--- src/rtl/alu_seq_pkg.sv ---
// Shared state encoding, instruction field layout and sign-extension helpers
// for the ALU instruction sequencer.
package alu_seq_pkg;

  localparam int unsigned INSN_W  = 16;
  localparam int unsigned CLS_W   = 3;
  localparam int unsigned OP_W    = 3;
  localparam int unsigned FIELD_W = 5;
  localparam int unsigned EXT_W   = 16;
  // Helpers return this width; callers narrow to their own DATA_W.
  localparam int unsigned SEXT_W  = 64;

  localparam int unsigned CLS_LSB = 13;
  localparam int unsigned OP_LSB  = 10;
  localparam int unsigned RD_LSB  = 5;
  localparam int unsigned SRC_LSB = 0;

  localparam logic [CLS_W-1:0] CLS_IMM5 = 3'b000;
  localparam logic [CLS_W-1:0] CLS_REG  = 3'b001;
  localparam logic [CLS_W-1:0] CLS_EXT  = 3'b010;

  typedef enum logic [3:0] {
    S_IDLE,
    S_LD_A,
    S_PC1,
    S_FETCH,
    S_LD_B,
    S_EXEC,
    S_WB,
    S_DONE,
    S_ILL
  } state_t;

  function automatic logic [SEXT_W-1:0] sext5(input logic [FIELD_W-1:0] v);
    return {{(SEXT_W-FIELD_W){v[FIELD_W-1]}}, v};
  endfunction

  function automatic logic [SEXT_W-1:0] sext16(input logic [EXT_W-1:0] v);
    return {{(SEXT_W-EXT_W){v[EXT_W-1]}}, v};
  endfunction

endpackage

--- src/rtl/alu_seq_decode.sv ---
// Combinational instruction decode: class, legality and operand fields.
// Class 010 is legal only when ALU_SEQ_EXT_IMM_EN is defined.
module alu_seq_decode
  import alu_seq_pkg::*;
(
  input  logic [INSN_W-1:0]  instruction,
  output logic [CLS_W-1:0]   cls,
  output logic               legal,
  output logic [FIELD_W-1:0] rd,
  output logic [FIELD_W-1:0] src,
  output logic [OP_W-1:0]    alu_op
);

  assign cls    = instruction[CLS_LSB +: CLS_W];
  assign alu_op = instruction[OP_LSB  +: OP_W];
  assign rd     = instruction[RD_LSB  +: FIELD_W];
  assign src    = instruction[SRC_LSB +: FIELD_W];

  always_comb begin
    legal = (cls == CLS_IMM5) || (cls == CLS_REG);
`ifdef ALU_SEQ_EXT_IMM_EN
    if (cls == CLS_EXT) begin
      legal = 1'b1;
    end
`endif
  end

endmodule

--- src/rtl/alu_seq_fsm.sv ---
// ALU instruction sequencer: Moore strobe sequence for reg-reg, reg-imm5 and
// (with ALU_SEQ_EXT_IMM_EN) two-word extended-immediate instructions.
module alu_seq_fsm
  import alu_seq_pkg::*;
#(
  parameter int unsigned DATA_W = 16,
  parameter int unsigned REG_AW = 5
) (
  input  logic              clk,
  input  logic              rst,
  input  logic              start,
  input  logic [15:0]       instruction,
  output logic              busy,
  output logic              done,
  output logic              illegal,
  output logic [REG_AW-1:0] rx_out,
  output logic [REG_AW-1:0] rx_in,
  output logic              alu_in0,
  output logic              alu_in1,
  output logic [2:0]        alu_op,
  output logic              alu_out_latch,
  output logic              alu_out_en,
  output logic              imm_out_en,
  output logic [DATA_W-1:0] param_out,
  output logic              pc_inc
);

  state_t             state;
  logic [CLS_W-1:0]   cls_q;
  logic [FIELD_W-1:0] rd_q;
  logic [FIELD_W-1:0] src_q;
  logic [OP_W-1:0]    op_q;

  logic [CLS_W-1:0]   dec_cls;
  logic               dec_legal;
  logic [FIELD_W-1:0] dec_rd;
  logic [FIELD_W-1:0] dec_src;
  logic [OP_W-1:0]    dec_op;

  alu_seq_decode u_decode (
    .instruction (instruction),
    .cls         (dec_cls),
    .legal       (dec_legal),
    .rd          (dec_rd),
    .src         (dec_src),
    .alu_op      (dec_op)
  );

  // Each branch picks the next state and loads the strobes that state shows,
  // so every output is a register decoded from the state being entered.
  always_ff @(posedge clk or posedge rst) begin
    if (rst) begin
      state         <= S_IDLE;
      cls_q         <= '0;
      rd_q          <= '0;
      src_q         <= '0;
      op_q          <= '0;
      busy          <= 1'b0;
      done          <= 1'b0;
      illegal       <= 1'b0;
      rx_out        <= '0;
      rx_in         <= '0;
      alu_in0       <= 1'b0;
      alu_in1       <= 1'b0;
      alu_op        <= '0;
      alu_out_latch <= 1'b0;
      alu_out_en    <= 1'b0;
      imm_out_en    <= 1'b0;
      param_out     <= '0;
      pc_inc        <= 1'b0;
    end else begin
      busy          <= 1'b1;
      done          <= 1'b0;
      illegal       <= 1'b0;
      rx_out        <= '0;
      rx_in         <= '0;
      alu_in0       <= 1'b0;
      alu_in1       <= 1'b0;
      alu_op        <= '0;
      alu_out_latch <= 1'b0;
      alu_out_en    <= 1'b0;
      imm_out_en    <= 1'b0;
      param_out     <= '0;
      pc_inc        <= 1'b0;

      case (state)
        S_IDLE: begin
          if (start) begin
            cls_q <= dec_cls;
            rd_q  <= dec_rd;
            src_q <= dec_src;
            op_q  <= dec_op;
            if (dec_legal) begin
              state   <= S_LD_A;
              rx_out  <= REG_AW'(dec_rd);
              alu_in0 <= 1'b1;
              alu_op  <= dec_op;
            end else begin
              state   <= S_ILL;
              done    <= 1'b1;
              illegal <= 1'b1;
              pc_inc  <= 1'b1;
            end
          end else begin
            busy <= 1'b0;
          end
        end

        S_LD_A: begin
          alu_op <= op_q;
`ifdef ALU_SEQ_EXT_IMM_EN
          if (cls_q == CLS_EXT) begin
            state  <= S_PC1;
            pc_inc <= 1'b1;
          end else
`endif
          begin
            state   <= S_LD_B;
            alu_in1 <= 1'b1;
            if (cls_q == CLS_REG) begin
              rx_out <= REG_AW'(src_q);
            end else begin
              imm_out_en <= 1'b1;
              param_out  <= DATA_W'(sext5(src_q));
            end
          end
        end

`ifdef ALU_SEQ_EXT_IMM_EN
        S_PC1: begin
          state  <= S_FETCH;
          alu_op <= op_q;
        end

        // The second instruction word is taken on the exit edge of FETCH.
        S_FETCH: begin
          state      <= S_LD_B;
          alu_op     <= op_q;
          alu_in1    <= 1'b1;
          imm_out_en <= 1'b1;
          param_out  <= DATA_W'(sext16(instruction));
        end
`endif

        S_LD_B: begin
          state         <= S_EXEC;
          alu_op        <= op_q;
          alu_out_latch <= 1'b1;
        end

        S_EXEC: begin
          state      <= S_WB;
          alu_op     <= op_q;
          alu_out_en <= 1'b1;
          rx_in      <= REG_AW'(rd_q);
        end

        S_WB: begin
          state  <= S_DONE;
          done   <= 1'b1;
          pc_inc <= 1'b1;
        end

        S_DONE: begin
          state <= S_IDLE;
          busy  <= 1'b0;
        end

        S_ILL: begin
          state <= S_IDLE;
          busy  <= 1'b0;
        end

        default: begin
          state <= S_IDLE;
          busy  <= 1'b0;
        end
      endcase
    end
  end

endmodule

--- config.mk ---
export PLATFORM = sky130hd
export DESIGN_NAME = alu_seq_fsm
export DESIGN_NICKNAME = d
export VERILOG_FILES = /design/src/rtl/alu_seq_pkg.sv /design/src/rtl/alu_seq_decode.sv /design/src/rtl/alu_seq_fsm.sv
export SDC_FILE = /design/constraint.sdc
export NUM_CORES = 1
export LEC_CHECK = 0
export CAP_MARGIN = 20
export CORE_MARGIN = 3
export CORE_UTILIZATION = 45
export DETAILED_ROUTE_END_ITERATION = 6
export GPL_TIMING_DRIVEN = 1
export PLACE_DENSITY_LB_ADDON = 0.3
export RECOVER_POWER = 50
export SLEW_MARGIN = 30
export SYNTH_ARGS = -nofsm -noshare
export SYNTH_HDL_FRONTEND = slang
export SYNTH_SLANG_ARGS = --single-unit
--- constraint.sdc ---
create_clock -name clk -period 1.55 [get_ports clk]
set_input_delay 0.2325 -clock clk [delete_from_list [all_inputs] [get_ports clk]]
set_output_delay 0.2325 -clock clk [all_outputs]
set_load 0.005 [all_outputs]
==> flow_metrics.tcl <==
set metrics [dict create \
    first_pass_iters 4 \
    p_seq_frac 0.432 \
    place.gp.congestion 0.804 \
    finalMaxSlewViolations 0 \
    n_antenna_cell 0 \
    max_freq_mhz 652 \
    placed_cells 217 \
    drt_iter0_markers 32 \
    synth_top_cell_area_share 0.641 \
    worstPathCellList "nand2b_4, nor4_4, buf_4, mux2_1" \
    critical_path_buf_inv_count 1 \
    utilization 0.690 \
    finalWorstSetupSlack_ps 17.1 \
    grt_first_pass_wirelength_microns 5500 \
    clock-sinks 46 \
    seqCellArea_sq_um 1150 \
    fin_cells 233 \
    rsz0062_at_grt "yes" \
    ant_nets 0 \
    fin_skew_ps 7.83 \
    grt_pass1_vias 1144 \
    crit_fanout 5 \
    route.detailed.drc 0 \
    postPlaceCellArea_sq_um 2370 \
    dieArea_sq_um 4780 \
    slew_headroom 0.373 \
    stdcell_area_sq_um 2580 \
    vias 1180 \
    async_reset_ff_frac 1.00 \
    p_leak_nw 1.19 \
    wl_per_cell_microns 15.4 \
    p_sw_frac 0.272 \
    fp.dieW_microns 69.2 \
    path_clk_slew_ps 80 \
    synth_cells 122 \
    hold_class "register to register" \
    layout.nets 203 \
    wirelength_microns 3600 \
    clock_path_buffers 2 \
    critPathKind "register to register" \
    viasPerCell 5.06 \
    synth_nets 141 \
    track_usage 0.150 \
    num_rows 22 \
    ys_warn_count 0 \
    fillerInstances 283 \
    cap_violations 0 \
    power_mw 4.35 \
    hold_viol_final 0 \
    yosysMostFrequentCell "dfrtp_1" \
    start_kind "register" \
    p_int_mw 3.17 \
    ir_drop_uv 987 \
    synth_common_cells "46 x dfrtp_1, 16 x mux2_1, 13 x and2_1, 13 x buf_4, 8 x a22o_1" \
    pre_cts_slack_ps -186 \
    multi_input_area_sq_um 567 \
    gr-total-overflow 0 \
    synth_area_leaders "dfrtp_1 64%, mux2_1 10%, buf_4 5.4%" \
    dp_hpwl_microns 2470 \
    root_buffer "clkbuf_8" \
    worstMarginPinSlew_ps 941 \
    htreeDepth 2 \
    finalSetupTns_ps 0 \
    fp.coreArea_sq_um 3740 \
    period_share 0.989 \
    cp_data_required_time_ps 1730 \
    cts_tree "yes" \
    fp.dieH_microns 69.2 \
    drive_gt1_frac 0.243 \
    finalSetupViolCount 0 \
    synth_cell_types 25 \
    cp.arrival_ps 1710 \
    start_util 0.480 \
    p_clk_frac 0.196 \
    avgSynthCellArea_sq_um 14.7 \
    critPathMaxStageDelay_ps 440 \
    synth_top_flop_cell "dfrtp_1" \
    numCtsBuffers 5 \
    p_sw_mw 1.19 \
    power_density_nw_per_um2 1690 \
    cp-end-kind "register" \
    cpMaxStageDelayCell "dfrtp_2" \
    synth_area_leader_cell "dfrtp_1" \
    ys_ff_latch 46 \
    min_period_ps 1530 \
    syn_to_final_growth_pct 43.8 \
    combPwrFrac 0.372 \
    synth_seq_area_share 0.641 \
    portBuffers 56 \
    boundaryPins 57 \
    clkLatencyLatePin_ps 290 \
    cts_hold_buf 0 \
    path_delay_family "simple AND/OR/NAND/NOR gates" \
    whs_ps 497 \
    status "complete, no violations" \
    synth_edf_count 0 \
    antenna_found_initial 0 \
    synthesis.area_sq_um 1800 \
    grt_max_degree 47 \
]
## what timing repair did
action / in CTS / in global routing
endpoints found under the setup margin: 12 / 28
resized for setup: 1 / 20
gates cloned: 0 / 2
buffers inserted: 0 / 6
## layout by cell type (no fill, tap or decap), types with 2 or more instances in the layout
cell             instances
buf_4                   12
buf_2                    2
nor3b_1                  2
dfrtp_1                 43
buf_6                    2
clkinv_2                 2
nor2_1                   3
clkbuf_8                 5
clkdlybuf4s50_1         54
mux2_4                  11
dfrtp_2                  3
and2_1                  13
a22o_1                   8
mux2_1                   5
nor3_1                   2
dlymetal6s2s_1           2
## logic make-up after synthesis
group | synth area share
AOI/OAI and AO/OA | 0.0516
buffers and inverters | 0.0711
and+or+nand+nor | 0.131
muxes | 0.100
DFF | 0.641
xor gates and xnor gates | 0.00488
## state kept, by name (all words and copies together) (netlist names)
name           cells
alu_out_latch      1
alu_in0            1
rd_q               5
illegal            1
cls_q              3
alu_out_en         1
state              4
src_q              5
op_q               3
alu_in1            1
rx_out             5
param_out          5
pc_inc             1
alu_op             3
busy               1
imm_out_en         1
rx_in              5
## layout make-up
| cell class | count | share of cell area |
|---|---|---|
| Inverter | 1 | 0.00145 |
| Tap cell | 48 | 0.0233 |
| Timing Repair Buffer | 72 | 0.266 |
| Multi-Input combinational cell | 58 | 0.219 |
| Sequential cell | 46 | 0.447 |
| Clock inverter | 3 | 0.0155 |
| Clock buffer | 5 | 0.0266 |
## routing by layer
metal  share of wire  GRT usage  up-vias
li1                -          -      530
met1            0.38      0.160      602
met2            0.55      0.267       42
met3           0.061     0.0452        6
met4           0.018     0.0738        0
met5               0          0        -
## path summary, 6_finish.rpt
| path | start | end | slack, ps | cells after the start |
|---|---|---|---|---|
| setup / recovery | state[2]$_DFFE_PP0P_ | src_q[3]$_DFFE_PP0N_ | 20 | 4 |
| hold / removal | rd_q[4]$_DFFE_PP0N_ | rx_in[4]$_DFF_PP0_ | 500 | 1 |
| setup reg to reg | state[2]$_DFFE_PP0P_ | src_q[3]$_DFFE_PP0N_ | 20 | 4 |
| hold reg to reg | rd_q[4]$_DFFE_PP0N_ | rx_in[4]$_DFF_PP0_ | 500 | 1 |
| max in group asynchronous | rst | param_out[14]$_DFF_PP0_ | 370 | 3 |
| min in group asynchronous | rst | alu_op[2]$_DFF_PP0_ | 540 | 3 |
## power groups by stage
stage / clock network, mW / logic, mW / registers, mW
detailed placement: 0 / 1.35 / 1.92
CTS: 0.867 / 1.36 / 1.90
floorplan: 0 / 0.756 / 1.83
global route: 0.919 / 1.75 / 1.94
finish: 0.852 / 1.62 / 1.88
global placement: 0 / 1.31 / 1.88
(Power assumes the default switching activity.)
